`config.mk`:
```
export PLATFORM = sky130hd
export DESIGN_NAME = fpga_gpio_cond
export DESIGN_NICKNAME = d
export VERILOG_FILES = /design/src/rtl/fpga_gpio_pkg.sv /design/src/rtl/fpga_gpio_cond_ch.sv /design/src/rtl/fpga_gpio_cond.sv
export SDC_FILE = /design/constraint.sdc
export NUM_CORES = 2
export LEC_CHECK = 0
export CELL_PAD_IN_SITES_DETAIL_PLACEMENT = 0
export CELL_PAD_IN_SITES_GLOBAL_PLACEMENT = 1
export CORE_MARGIN = 10
export CORE_UTILIZATION = 41
export CTS_CLUSTER_DIAMETER = 100
export CTS_CLUSTER_SIZE = 14
export DETAILED_ROUTE_END_ITERATION = 16
export MAX_ROUTING_LAYER = met4
export PLACE_DENSITY_LB_ADDON = 0.1
export SLEW_MARGIN = 0
export SYNTH_ARGS = -nofsm -noshare
export SYNTH_HDL_FRONTEND = slang
export SYNTH_SLANG_ARGS = --single-unit
```
`constraint.sdc`:
```
create_clock -name clk -period 2.7 [get_ports clk]
set_clock_uncertainty 0.1 [all_clocks]
set_input_delay 0.405 -clock clk [delete_from_list [all_inputs] [get_ports clk]]
set_output_delay 0.405 -clock clk [all_outputs]
set_load 0.1 [all_outputs]
```
`src/rtl/fpga_gpio_pkg.sv`:
```
// fpga_gpio_pkg: shared defaults and types for the GPIO conditioning block.
//   NUM_GPIO_DEF / SYNC_STAGES_DEF / DEB_W_DEF : parameter defaults
//   DEB_DEFAULT : debounce limit for board use (about 20 us at 50 MHz)
//   irq_ctl_t   : per-channel interrupt controls handed to each channel
package fpga_gpio_pkg;
  localparam int NUM_GPIO_DEF    = 32;
  localparam int SYNC_STAGES_DEF = 2;
  localparam int DEB_W_DEF       = 16;
  localparam int DEB_DEFAULT     = 1000;

  typedef struct packed {
    logic rise_en;
    logic fall_en;
    logic clr;
  } irq_ctl_t;
endpackage

```
`src/rtl/fpga_gpio_cond_ch.sv`:
```
// gpio_debounce_ch: one GPIO input channel.
//   clk, rst_n    : clock, synchronous active-low reset
//   pad_i         : asynchronous pin
//   deb_limit_i   : debounce limit (quasi-static)
//   ctl_i         : rise/fall enables and pending clear
//   lvl_o         : debounced stable level
//   pend_o        : sticky edge-pending flag
module gpio_debounce_ch
  import fpga_gpio_pkg::*;
#(
  parameter int SYNC_STAGES = SYNC_STAGES_DEF,
  parameter int DEB_W       = DEB_W_DEF
) (
  input  logic             clk,
  input  logic             rst_n,
  input  logic             pad_i,
  input  logic [DEB_W-1:0] deb_limit_i,
  input  irq_ctl_t         ctl_i,
  output logic             lvl_o,
  output logic             pend_o
);
  logic [SYNC_STAGES-1:0] sync_q;
  logic [DEB_W-1:0]       cnt_q, cnt_d;
  logic                   stb_q, stb_d;
  logic                   stb_dly_q;
  logic                   pend_q, pend_d;
  logic                   sync, rise, fall;

  assign sync = sync_q[SYNC_STAGES-1];
  assign rise = stb_q & ~stb_dly_q;
  assign fall = ~stb_q & stb_dly_q;

  // Counter only runs while the synced input disagrees with the stable level;
  // the >= compare means a lowered limit mid-count takes effect immediately
  // instead of letting the counter run on toward a wrap.
  always_comb begin
    cnt_d = '0;
    stb_d = stb_q;
    if (sync != stb_q) begin
      if (cnt_q >= deb_limit_i) stb_d = sync;
      else                      cnt_d = cnt_q + DEB_W'(1);
    end
    // set wins over a simultaneous clear
    pend_d = (pend_q & ~ctl_i.clr) | (rise & ctl_i.rise_en) | (fall & ctl_i.fall_en);
  end

  always_ff @(posedge clk) begin
    if (!rst_n) begin
      sync_q    <= '0;
      cnt_q     <= '0;
      stb_q     <= 1'b0;
      stb_dly_q <= 1'b0;
      pend_q    <= 1'b0;
    end else begin
      sync_q    <= {sync_q[SYNC_STAGES-2:0], pad_i};
      cnt_q     <= cnt_d;
      stb_q     <= stb_d;
      stb_dly_q <= stb_q;
      pend_q    <= pend_d;
    end
  end

  assign lvl_o  = stb_q;
  assign pend_o = pend_q;
endmodule

```
`src/rtl/fpga_gpio_cond.sv`:
```
// fpga_gpio_cond: GPIO pin conditioning between board pads and SoC.
//   clk, rst_n          : clock, synchronous active-low reset
//   pad_in              : asynchronous pins -> synchronised, debounced -> gpio_in
//   deb_limit           : debounce limit; level accepted after deb_limit+1 cycles
//   gpio_out, gpio_dir  : SoC drive data / direction -> registered pad_out / pad_oe
//   rise_en, fall_en    : per-channel edge interrupt enables
//   irq_clr             : per-channel pending-clear pulses
//   irq_pend, irq_o     : sticky pending flags and their OR
module fpga_gpio_cond
  import fpga_gpio_pkg::*;
#(
  parameter int NUM_GPIO    = NUM_GPIO_DEF,
  parameter int SYNC_STAGES = SYNC_STAGES_DEF,
  parameter int DEB_W       = DEB_W_DEF
) (
  input  logic                clk,
  input  logic                rst_n,
  input  logic [NUM_GPIO-1:0] pad_in,
  input  logic [DEB_W-1:0]    deb_limit,
  output logic [NUM_GPIO-1:0] gpio_in,
  input  logic [NUM_GPIO-1:0] gpio_out,
  input  logic [NUM_GPIO-1:0] gpio_dir,
  output logic [NUM_GPIO-1:0] pad_out,
  output logic [NUM_GPIO-1:0] pad_oe,
  input  logic [NUM_GPIO-1:0] rise_en,
  input  logic [NUM_GPIO-1:0] fall_en,
  input  logic [NUM_GPIO-1:0] irq_clr,
  output logic [NUM_GPIO-1:0] irq_pend,
  output logic                irq_o
);
  logic [NUM_GPIO-1:0] pad_out_q, pad_oe_q;

  for (genvar g = 0; g < NUM_GPIO; g++) begin : g_ch
    irq_ctl_t ctl;
    assign ctl = '{rise_en: rise_en[g], fall_en: fall_en[g], clr: irq_clr[g]};
    gpio_debounce_ch #(
      .SYNC_STAGES(SYNC_STAGES),
      .DEB_W      (DEB_W)
    ) u_ch (
      .clk        (clk),
      .rst_n      (rst_n),
      .pad_i      (pad_in[g]),
      .deb_limit_i(deb_limit),
      .ctl_i      (ctl),
      .lvl_o      (gpio_in[g]),
      .pend_o     (irq_pend[g])
    );
  end

  // Output path: plain register stage, independent of the input path.
  always_ff @(posedge clk) begin
    if (!rst_n) begin
      pad_out_q <= '0;
      pad_oe_q  <= '0;
    end else begin
      pad_out_q <= gpio_out;
      pad_oe_q  <= gpio_dir;
    end
  end

  assign pad_out = pad_out_q;
  assign pad_oe  = pad_oe_q;
  assign irq_o   = |irq_pend;
endmodule

```
==> run_results.csv <==
group,metric,value,unit
setup_path,cp_max_fo,3,
setup_path,crit_family,"simple AND/OR/NAND/NOR gates",
sta,rsz0062_at_grt,"true",
power_and_ir_drop,leakagePower,19.75,nW
yosys,synth_top_cells_by_count,"dfxtp_1, nor2_1, ha_1",
layout,drive_above_1_share,10.67,%
setup_path,worst_setup_path_end_kind,"output pin",
yosys,ys.flop_type,"dfxtp_1",
setup_path,start_kind,"flip-flop",
clock_tree,hold_buffers,0,
yosys,synth_edf_count,0,
sta,whs,0.06789,ns
sta,tightestPinTransition,0.6886,ns
detailed_routing,drt_pre_antenna_iters,5,
yosys,yosys.cell_types.count,60,
placed_design,dp_slack,-0.4329,ns
grt,grtUsageMet1,27.73,%
grt,grt_max_degree,48,
min_path,holdPathEnd,"g_ch[2].u_ch.lvl_o$_SDFFE_PN0P_",
power_and_ir_drop,p_per_area,440.5,nW/µm²
setup_path,regToRegSetupSlack,0.52,ns
grt,gr-usage-all-layers,20.38,%
yosys,synth_fp_nets,5163,
grt,met2_usage,32.31,%
die,die_h,331.1,µm
grt,antenna_found_initial,5,
min_path,hold_class,"input port to flip-flop",
power_and_ir_drop,max-vdd-ir-drop,0.0004370,V
status,status,"finished, violations left",
run,drv_cap,0,
clock_tree,clk-insertion-delay-late,0.68,ns
clock_tree,cts.htree.levels,2,
setup_path,crit_buf_inv,2,
clock_tree,clockRootBuffer,"clkbuf_16",
setup_path,timing.rr.end,"g_ch[21].u_ch.lvl_o$_SDFFE_PN0P_",
sta,max-slew-margin-rel,53.74,%
yosys,async_flop_share,0,%
setup_path,reg2reg_from,"g_ch[21].u_ch.cnt_q[2]$_SDFF_PP0_",
detailed_routing,via_per_inst,5.021,
setup_path,crit_path_cell_trace,"nor4_4 -> buf_4 -> nand4_1 -> or2_4 -> buf_12",
placed_design,gp_congestion,0.8017,
detailed_routing,drt-wirelength-per-cell,17.81,µm
clock_tree,clkTransAtPathRegs,0.07,ns
die,ios,339,
grt,grt_pass1_vias,30310,
die,core,96420,µm²
die,dieArea,109600,µm²
detailed_routing,drc_errors,0,
placed_design,hpwlAfterDp,82750,µm
setup_path,arrival,2.42,ns
yosys,synthCells,4409,
layout,fin_nets,5683,
detailed_routing,route.vias.total,31170,
yosys,synth_seq_cells,736,
yosys,yosys.area.top_type,"dfxtp_1",
sta,clock.fmax,0.3420,GHz
grt,met3_usage,3.011,%
clock_tree,cts_tree,"done",
sta,hold_viol,0,
clock_tree,cts_inserted_buffers,58,
yosys,ys_warn_count,0,
sta,finalMaxSlewViolations,0,
layout,fin_util,49.53,%
clock_tree,cts_buffer_depth,3,
detailed_routing,postRouteAntennaNets,0,
die,rows,114,
grt,grt-ovfl-total,0,
setup_path,rr_worst_depth,7,
clock_tree,cts.sinks,736,
setup_path,cp_slowest_cell,"or2_4",
min_path,worstHoldStart,"rst_n",
grt,grt_most_used_layer,"met2",
layout,area_growth,20.32,%
yosys,yosysTopAreaCellShare,37.12,%
placed_design,port_buffers,338,
detailed_routing,wl,110500,µm
layout,fin_cells,6208,
yosys,synth_most_common_cell,"dfxtp_1",
yosys,synth_seq_area_share,37.12,%
setup_path,slowest_delay,0.40,ns
die,initial_core_util,41.16,%
yosys,avgSynthCellArea,9.002,µm²
sta,finalWorstSetupSlack,-0.2242,ns
yosys,synthTopCellsByArea,"dfxtp_1, ha_1, nor2_1",
status,violations,"negative setup slack",
yosys,synth_area,39690,µm²
setup_path,critPathRequiredTime,2.19,ns
placed_design,place_inst,6143,
sta,fin_crit_sh,108.3,%
sta,final-setup-viol-count,1,
sta,finalCriticalPeriod,2.924,ns
grt,grt_first_pass_wirelength,172100,µm
detailed_routing,first_iter_violations,1484,
min_path,hold_depth,3,
die,die-width,331.1,µm
setup_path,worst-setup-path-type,"flip-flop to output pin",
==> cells in the final DEF (no fill, tap or decap), drive strengths merged, types with 70 or more instances in the layout <==
master	count
a21oi	170
and2	217
and3	78
buf	382
clkdlybuf4s50	207
dfxtp	736
ha	544
inv	131
nand2	374
nand3	197
nand4	136
nor2	678
nor3	97
o21ai	70
xnor2	209
xor2	271
==> cell families (layout without fill, tap and decap cells) <==
kind of cell               Yosys count  after routing  share of synthesized area (%)
other                                0              1                              0
adders and majority gates          544            544                          17.15
and+or+nand+nor                   1910           1910                          23.34
AOI/OAI and AO/OA                  470            470                          8.326
muxes                                3              3                        0.07566
buffers and inverters              266            788                          3.392
DFF                                736            736                          37.12
xor gates and xnor gates           480            480                          10.59
==> power breakdown <==
group,internal (mW),switching [mW]
clock network,3.96,4.04
logic,0.815,1.21
registers,11.0,0.0587
==> flip-flops by register name (all words and copies together) (netlist names) <==
signal	cells
g_ch.u_ch.sync_q	64
g_ch.u_ch.lvl_o	32
g_ch.u_ch.cnt_q	512
g_ch.u_ch.stb_dly_q	32
pad_oe	32
g_ch.u_ch.pend_o	32
pad_out	32
==> routing by layer <==
layer  up-vias  share of wire, %
met5         -                 0
met4         0               1.2
met3        87               4.6
met2       477                44
met1     14330                50
li1      16280                 -
==> worst max path at each step <==
stage | startpoint | end | slack, ns | cells past startpoint
CTS | g_ch[22].u_ch.pend_o$_SDFF_PN0_ | irq_o | -0.31 | 5
global route | g_ch[29].u_ch.pend_o$_SDFF_PN0_ | irq_o | -0.32 | 5
finish | g_ch[29].u_ch.pend_o$_SDFF_PN0_ | irq_o | -0.22 | 5
detailed placement | deb_limit[13] | g_ch[14].u_ch.cnt_q[6]$_SDFF_PP0_ | -0.43 | 11
global placement | deb_limit[13] | g_ch[14].u_ch.lvl_o$_SDFFE_PN0P_ | -0.47 | 11
floorplan | deb_limit[14] | g_ch[16].u_ch.cnt_q[9]$_SDFF_PP0_ | 0.01 | 8
==> worst reg2reg max path, stage by stage (launching register included) <==
cell	delay, ns
dfxtp_1	0.43
ha_1	0.30
a31oi_1	0.17
and2b_4	0.20
o311ai_1	0.39
buf_4	0.19
a31oi_1	0.07
a41o_2	0.22
==> layout make-up <==
type	count	area, µm²
Tap cell	1276	1597
Multi-Input combinational cell	3407	23670
Clock buffer	60	1490
Timing Repair Buffer	589	5673
Sequential cell	736	14750
Fill cell	9260	48670
Clock inverter	2	38.79
Antenna cell	1	2.502
Inverter	137	530.5
==> metrics by stage <==
stage / instance area, µm² / setup TNS (ns) / total power, mW
CTS: 47740 / -0.3055 / 21.41
global route: 47750 / -0.3234 / 21.92
detailed placement: 46130 / -153.00 / 13.31
finish: 47750 / -0.2242 / 21.03
global placement: 46130 / -160.07 / 13.29
floorplan: 39700 / 0 / 12.28
==> repair_timing <==
| action | 4_1_cts | 5_1_grt |
|---|---|---|
| buffers inserted | 2 | 0 |
| gates cloned | 0 | 0 |
| resized for setup | 17 | 3 |
| pin swaps | 4 | 1 |
| setup endpoints to repair | 1 | 1 |
(Power assumes the default switching activity.)
